File: config.mk
export PLATFORM = sky130hd
export DESIGN_NAME = mem_wb_skid_stage_flat
export DESIGN_NICKNAME = d
export VERILOG_FILES = /design/src/rtl/mem_wb_skid_stage_if.sv /design/src/rtl/mem_wb_skid_stage.sv /design/src/flat_wrapper.sv
export SDC_FILE = /design/constraint.sdc
export NUM_CORES = 1
export LEC_CHECK = 0
export ABC_AREA = 1
export BUFFER_PORTS_ARGS = -buffer_cell sky130_fd_sc_hd__buf_2
export CAP_MARGIN = 20
export CORE_MARGIN = 2
export CORE_UTILIZATION = 47
export DETAILED_ROUTE_END_ITERATION = 10
export PLACE_DENSITY = 0.76
export SLEW_MARGIN = 20
export SYNTH_ARGS = -nofsm -noshare
export SYNTH_HDL_FRONTEND = slang
export SYNTH_SLANG_ARGS = --single-unit
File: constraint.sdc
create_clock -name clk -period 4.15 [get_ports clk]
set_input_delay 0.2075 -clock clk [delete_from_list [all_inputs] [get_ports clk]]
set_output_delay 0.2075 -clock clk [all_outputs]
set_load 0.005 [all_outputs]
File: src/rtl/mem_wb_skid_stage_if.sv
// MEM->WB stage bus: upstream entry, held downstream entry, write-back port and occupancy.
// The stage uses the slave view; whoever feeds and drains it uses the master view.
interface mem_wb_skid_stage_if #(
    parameter int XLEN = 32,
    parameter int RD_W = 5
);
    logic            in_valid;
    logic            in_ready;
    logic [XLEN-1:0] in_addr;
    logic [XLEN-1:0] in_rdata;
    logic [RD_W-1:0] in_rd;
    logic            in_regw;
    logic            in_mem2r;

    logic            out_valid;
    logic            out_ready;
    logic [XLEN-1:0] out_addr;
    logic [XLEN-1:0] out_rdata;
    logic [RD_W-1:0] out_rd;
    logic            out_regw;
    logic            out_mem2r;

    logic [XLEN-1:0] wb_data;
    logic            wb_we;
    logic [1:0]      level;

    modport master (
        output in_valid, in_addr, in_rdata, in_rd, in_regw, in_mem2r, out_ready,
        input  in_ready, out_valid, out_addr, out_rdata, out_rd, out_regw, out_mem2r,
               wb_data, wb_we, level
    );

    modport slave (
        input  in_valid, in_addr, in_rdata, in_rd, in_regw, in_mem2r, out_ready,
        output in_ready, out_valid, out_addr, out_rdata, out_rd, out_regw, out_mem2r,
               wb_data, wb_we, level
    );
endinterface

File: src/rtl/mem_wb_skid_stage.sv
// MEM->WB pipeline register with 2-entry skid (MAIN drives outputs, SKID catches overflow); 1-cycle latency.
// Backpressure: in_ready/out_valid decode only the state register, so no out_ready->in_ready path.
module mem_wb_skid_stage #(
    parameter int XLEN           = 32,
    parameter int RD_W           = 5,
    parameter int ZERO_REG_GUARD = 1
) (
    input  logic                clk,
    input  logic                rst,
    input  logic                flush,
    mem_wb_skid_stage_if.slave  bus
);
    typedef struct packed {
        logic [XLEN-1:0] addr;
        logic [XLEN-1:0] rdata;
        logic [RD_W-1:0] rd;
        logic            regw;
        logic            mem2r;
    } entry_t;

    typedef enum logic [1:0] {
        EMPTY = 2'd0,
        ONE   = 2'd1,
        TWO   = 2'd2
    } state_t;

    state_t state_q;
    entry_t main_q;
    entry_t skid_q;
    entry_t in_ent;
    logic   in_fire;
    logic   out_fire;
    logic   rd_ok;

    assign in_ent   = '{addr: bus.in_addr, rdata: bus.in_rdata, rd: bus.in_rd,
                        regw: bus.in_regw, mem2r: bus.in_mem2r};
    assign bus.in_ready  = (state_q != TWO);
    assign bus.out_valid = (state_q != EMPTY);
    assign bus.level     = state_q;
    assign in_fire  = bus.in_valid & bus.in_ready;
    assign out_fire = bus.out_valid & bus.out_ready;

    always_ff @(posedge clk or posedge rst) begin
        if (rst) begin
            state_q <= EMPTY;
            main_q  <= '0;
            skid_q  <= '0;
        end else if (flush) begin
            // Drop everything; controls cleared so stale payloads can never write back.
            state_q      <= EMPTY;
            main_q.regw  <= 1'b0;
            main_q.mem2r <= 1'b0;
            skid_q.regw  <= 1'b0;
            skid_q.mem2r <= 1'b0;
        end else begin
            case (state_q)
                EMPTY: begin
                    if (in_fire) begin
                        main_q  <= in_ent;
                        state_q <= ONE;
                    end
                end
                ONE: begin
                    if (in_fire && out_fire) begin
                        main_q <= in_ent;
                    end else if (in_fire) begin
                        skid_q  <= in_ent;
                        state_q <= TWO;
                    end else if (out_fire) begin
                        state_q <= EMPTY;
                    end
                end
                TWO: begin
                    if (out_fire) begin
                        main_q  <= skid_q;
                        state_q <= ONE;
                    end
                end
                default: state_q <= EMPTY;
            endcase
        end
    end

    assign bus.out_addr  = main_q.addr;
    assign bus.out_rdata = main_q.rdata;
    assign bus.out_rd    = main_q.rd;
    assign bus.out_regw  = main_q.regw;
    assign bus.out_mem2r = main_q.mem2r;

    assign rd_ok       = (ZERO_REG_GUARD == 0) || (main_q.rd != '0);
    assign bus.wb_data = main_q.mem2r ? main_q.rdata : main_q.addr;
    assign bus.wb_we   = out_fire & main_q.regw & rd_ok & ~flush;
endmodule
File: src/flat_wrapper.sv
// flat-port wrapper written by rule: the top's interface ports become plain ports
module mem_wb_skid_stage_flat 
#(
    parameter int XLEN           = 32,
    parameter int RD_W           = 5,
    parameter int ZERO_REG_GUARD = 1
)
  (clk, rst, flush, bus_in_valid, bus_in_addr, bus_in_rdata, bus_in_rd, bus_in_regw, bus_in_mem2r, bus_out_ready, bus_in_ready, bus_out_valid, bus_out_addr, bus_out_rdata, bus_out_rd, bus_out_regw, bus_out_mem2r, bus_wb_data, bus_wb_we, bus_level);
  mem_wb_skid_stage_if #(.XLEN(XLEN), .RD_W(RD_W)) bus_i ();
  input  logic clk;
  input  logic rst;
  input  logic flush;
  input wire logic [$bits(bus_i.in_valid)-1:0] bus_in_valid;
  input wire logic [$bits(bus_i.in_addr)-1:0] bus_in_addr;
  input wire logic [$bits(bus_i.in_rdata)-1:0] bus_in_rdata;
  input wire logic [$bits(bus_i.in_rd)-1:0] bus_in_rd;
  input wire logic [$bits(bus_i.in_regw)-1:0] bus_in_regw;
  input wire logic [$bits(bus_i.in_mem2r)-1:0] bus_in_mem2r;
  input wire logic [$bits(bus_i.out_ready)-1:0] bus_out_ready;
  output wire logic [$bits(bus_i.in_ready)-1:0] bus_in_ready;
  output wire logic [$bits(bus_i.out_valid)-1:0] bus_out_valid;
  output wire logic [$bits(bus_i.out_addr)-1:0] bus_out_addr;
  output wire logic [$bits(bus_i.out_rdata)-1:0] bus_out_rdata;
  output wire logic [$bits(bus_i.out_rd)-1:0] bus_out_rd;
  output wire logic [$bits(bus_i.out_regw)-1:0] bus_out_regw;
  output wire logic [$bits(bus_i.out_mem2r)-1:0] bus_out_mem2r;
  output wire logic [$bits(bus_i.wb_data)-1:0] bus_wb_data;
  output wire logic [$bits(bus_i.wb_we)-1:0] bus_wb_we;
  output wire logic [$bits(bus_i.level)-1:0] bus_level;
  assign bus_i.in_valid = bus_in_valid;
  assign bus_i.in_addr = bus_in_addr;
  assign bus_i.in_rdata = bus_in_rdata;
  assign bus_i.in_rd = bus_in_rd;
  assign bus_i.in_regw = bus_in_regw;
  assign bus_i.in_mem2r = bus_in_mem2r;
  assign bus_i.out_ready = bus_out_ready;
  assign bus_in_ready = bus_i.in_ready;
  assign bus_out_valid = bus_i.out_valid;
  assign bus_out_addr = bus_i.out_addr;
  assign bus_out_rdata = bus_i.out_rdata;
  assign bus_out_rd = bus_i.out_rd;
  assign bus_out_regw = bus_i.out_regw;
  assign bus_out_mem2r = bus_i.out_mem2r;
  assign bus_wb_data = bus_i.wb_data;
  assign bus_wb_we = bus_i.wb_we;
  assign bus_level = bus_i.level;
  mem_wb_skid_stage #(.XLEN(XLEN), .RD_W(RD_W), .ZERO_REG_GUARD(ZERO_REG_GUARD)) u_core (.clk(clk), .rst(rst), .flush(flush), .bus(bus_i));
endmodule
==> impl_metrics.py <==
metrics = {
    "clocking": {
        "hold_buffers": 1,
        "cts-root-buf": "clkbuf_16",
        "htree_levels": 4,
        "cts_sinks": 144,
        "cts_resized": 0,
        "clk_latency_ns": 0.42,
        "postCtsSetupBuffers": 0,
        "tritoncts": "yes",
        "clk_pin_slew_worst_paths_ns": 0.06,
        "clk_path_buf_depth": 2,
        "cts_buffers": 17,
    },
    "worst_hold_path": {
        "min_from": "bus_in_addr[31]",
        "min_path_type": "input pin to flop",
    },
    "logic_synthesis": {
        "yosys_warnings": 0,
        "synth_flop_cell": "dfrtp_1",
        "synthCells": 784,
        "ys_ff_latch": 144,
        "yosysSeqAreaShare": 0.544,
        "async_flop_share": 1.00,
        "ys_types": 23,
        "syn_nets": 860,
        "synth_edf_count": 0,
        "synth_area_um2": 6620,
        "avgSynthCellArea_um2": 8.45,
    },
    "global_route": {
        "grt_first_pass_wirelength_um": 25100,
        "gr-total-overflow": 0,
        "antenna_found_initial": 1,
        "grt_usage": 0.217,
        "grt_max_degree": 92,
        "grt_pass1_vias": 5112,
    },
    "worst_setup_path": {
        "reg2reg_from": "u_core.bus.level[0]$_DFFE_PP0P_",
        "max_stage_delay_ns": 0.68,
        "cp.required_ns": 4.44,
        "crit_arrival_ns": 2.95,
        "setup.worst_path.end_class": "flop",
        "critPathMaxFanout": 91,
        "critPathKind": "flop to flop",
        "startpoint_type": "flop",
        "crit_path_top_delay_cell": "nand3_4",
        "cp-startpoint": "u_core.bus.level[0]$_DFFE_PP0P_",
        "crit_chain": "inv_2, nand2_4, nand2_2, nand3_4, buf_4, nand2_1, o21ai_1",
    },
    "flow_run": {
        "cap_violations": 0,
    },
    "timing": {
        "fin_skew_ns": 0.00690,
        "whs_ns": 0.0442,
        "fin_crit_sh": 0.641,
        "period_needed_ns": 2.66,
        "fin_tns_setup_ns": 0,
        "worst_pin_slew_ns": 0.936,
        "rsz0062_at_grt": "no",
        "fmax_ghz": 0.376,
        "setup_viol": 0,
        "relSlewSlack": 0.376,
        "hold_viol": 0,
        "final_max_slew_viol_count": 0,
    },
    "finish": {
        "post-route-cell-area_um2": 8210,
        "fill_cells": 1223,
        "seqCellArea_um2": 3600,
        "area_delta_synth_final_pct": 23.9,
        "multiInputGateArea_um2": 2450,
        "final_layout_size_suffix_gt1_frac": 0.278,
        "layout.nets": 1021,
        "num_antenna_cells": 0,
    },
    "power": {
        "pwr-share-comb": 0.245,
        "switchingPower_w": 0.00160,
        "power_density_nw_per_um2": 637,
        "power_switching_share": 0.307,
        "vdd_drop_max_uv": 304,
        "pwr-share-clk": 0.310,
        "power.share.sequential": 0.445,
        "p_int_w": 0.00363,
        "total_leakage_power_nw": 4.54,
    },
    "route": {
        "drc": 0,
        "routed_wl_um": 15900,
        "dr.max_layer_used": "met5",
        "met2_length_um": 7270,
        "viasPerCell": 4.98,
        "routedWlPerCell_um": 14.0,
        "ant_nets": 0,
        "firstDrtPassIters": 5,
        "met1_length_um": 7070,
        "met3_wirelength_um": 1170,
        "dr_total_vias": 5665,
        "drtIter0Drc": 384,
    },
    "floorplanning": {
        "core_area_um2": 13800,
        "start_util": 0.479,
        "die_y_um": 123,
        "die_w_um": 123,
        "dieArea_um2": 15100,
        "ios": 184,
        "fp-row-count": 43,
    },
    "placed_design": {
        "numPortBuffers": 183,
        "place_area_um2": 7560,
        "place_hpwl_um": 10800,
        "globalplace.congestion": 0.838,
    },
    "run_status": {
        "outcome": "complete, no violations",
    },
}
[sequential cells by signal, summed over array words and instances, names as in the netlist]
name and flops:
u_core.skid_q 71, u_core.bus.out_regw 1, u_core.bus.out_rd 5, u_core.bus.out_rdata 32
u_core.bus.level 2, u_core.bus.out_mem2r 1, u_core.bus.out_addr 32
[through the flow]
step	utilization	instances	worst slack [ns]	power (W)
2_1_floorplan	-	784	0.0762	0.00305
3_3_place_gp	0.547	1105	1.53	0.00357
3_5_place_dp	0.547	1105	1.48	0.00364
4_1_cts	0.593	1138	1.45	0.00528
5_1_grt	0.593	1138	1.21	0.00560
6_report	0.593	1138	1.49	0.00523
[logic make-up after synthesis]
kind of cell / synth area share
AO/OA/AOI/OAI: 0.160
multiplexers: 0.0476
buffers and inverters: 0.0879
AND/OR/NAND/NOR: 0.160
flip-flops: 0.544
[synthesized netlist by cell type, types with 3 or more instances]
cell      number  area [µm²]
nand2_2        3        18.8
nor2_1        17        63.8
a21oi_1       16        80.1
clkbuf_1      14        52.6
nand2_1      241         905
buf_2         24         120
o21ai_2        6        52.6
buf_4          4        30.0
dfrtp_1      144        3600
nand3_1        6        30.0
inv_1         81         304
o21ai_0      124         621
o21ai_1       60         300
buf_6          5        56.3
mux2_2        28         315
inv_2          4        15.0
[area by class of cell]
| cell class | instances | share of cell area |
|---|---|---|
| inverter | 85 | 0.0395 |
| multi-input combinational | 507 | 0.299 |
| tap | 180 | 0.0274 |
| clock buffer | 21 | 0.0573 |
| sequential | 144 | 0.439 |
| timing repair buffer | 190 | 0.118 |
| clock inverter | 11 | 0.0195 |
[metal layers]
layer / vias to the layer above / global-route usage
met2: 208 / 0.335
met4: 2 / 0.0905
met1: 2605 / 0.286
met3: 26 / 0.0655
met5: - / 0
li1: 2824 / -
[cell usage in the layout (no fill, tap or decap), types with 3 or more instances in the layout]
cell | synthesis | routed
nand2_1 | 241 | 241
nor2_1 | 17 | 17
buf_4 | 4 | 6
o21ai_0 | 124 | 124
dfrtp_1 | 144 | 143
clkinv_2 | 0 | 5
clkbuf_8 | 0 | 3
o21ai_1 | 60 | 60
clkbuf_16 | 0 | 17
a21oi_1 | 16 | 16
mux2_2 | 28 | 28
inv_1 | 81 | 80
inv_2 | 4 | 4
o21ai_2 | 6 | 6
nand3_1 | 6 | 6
buf_2 | 24 | 183
bufinv_16 | 0 | 4
[worst paths after layout]
path	end	cells past startpoint	slack [ns]
max	u_core.bus.out_addr[14]$_DFFE_PP0P_	7	1.49
min	u_core.skid_q[70]$_DFFE_PP0P_	3	0.04
max reg2reg	u_core.bus.out_addr[14]$_DFFE_PP0P_	7	1.49
min reg2reg	u_core.skid_q[69]$_DFFE_PP0P_	2	0.48
max in group asynchronous	u_core.bus.out_rd[4]$_DFFE_PP0P_	4	2.75
min in group asynchronous	u_core.bus.out_rdata[7]$_DFFE_PP0P_	3	0.46
[worst max-delay path: cells and delay by family (launching register included)]
family                 cells  cell delay (ns)
buffers and inverters      2             0.69
and+or+nand+nor            4             1.36
DFF                        1             0.41
AOI/OAI and AO/OA          1             0.06
[power by group through the flow]
stage               registers, W  logic [W]  clock network (W)
detailed placement       0.00234    0.00129                  0
floorplan                0.00225   0.000801                  0
global placement         0.00232    0.00125                  0
finish                   0.00233    0.00128            0.00162
global route             0.00239    0.00148            0.00172
CTS                      0.00233    0.00130            0.00165
No activity file was read; power rests on OpenSTA's default activity.
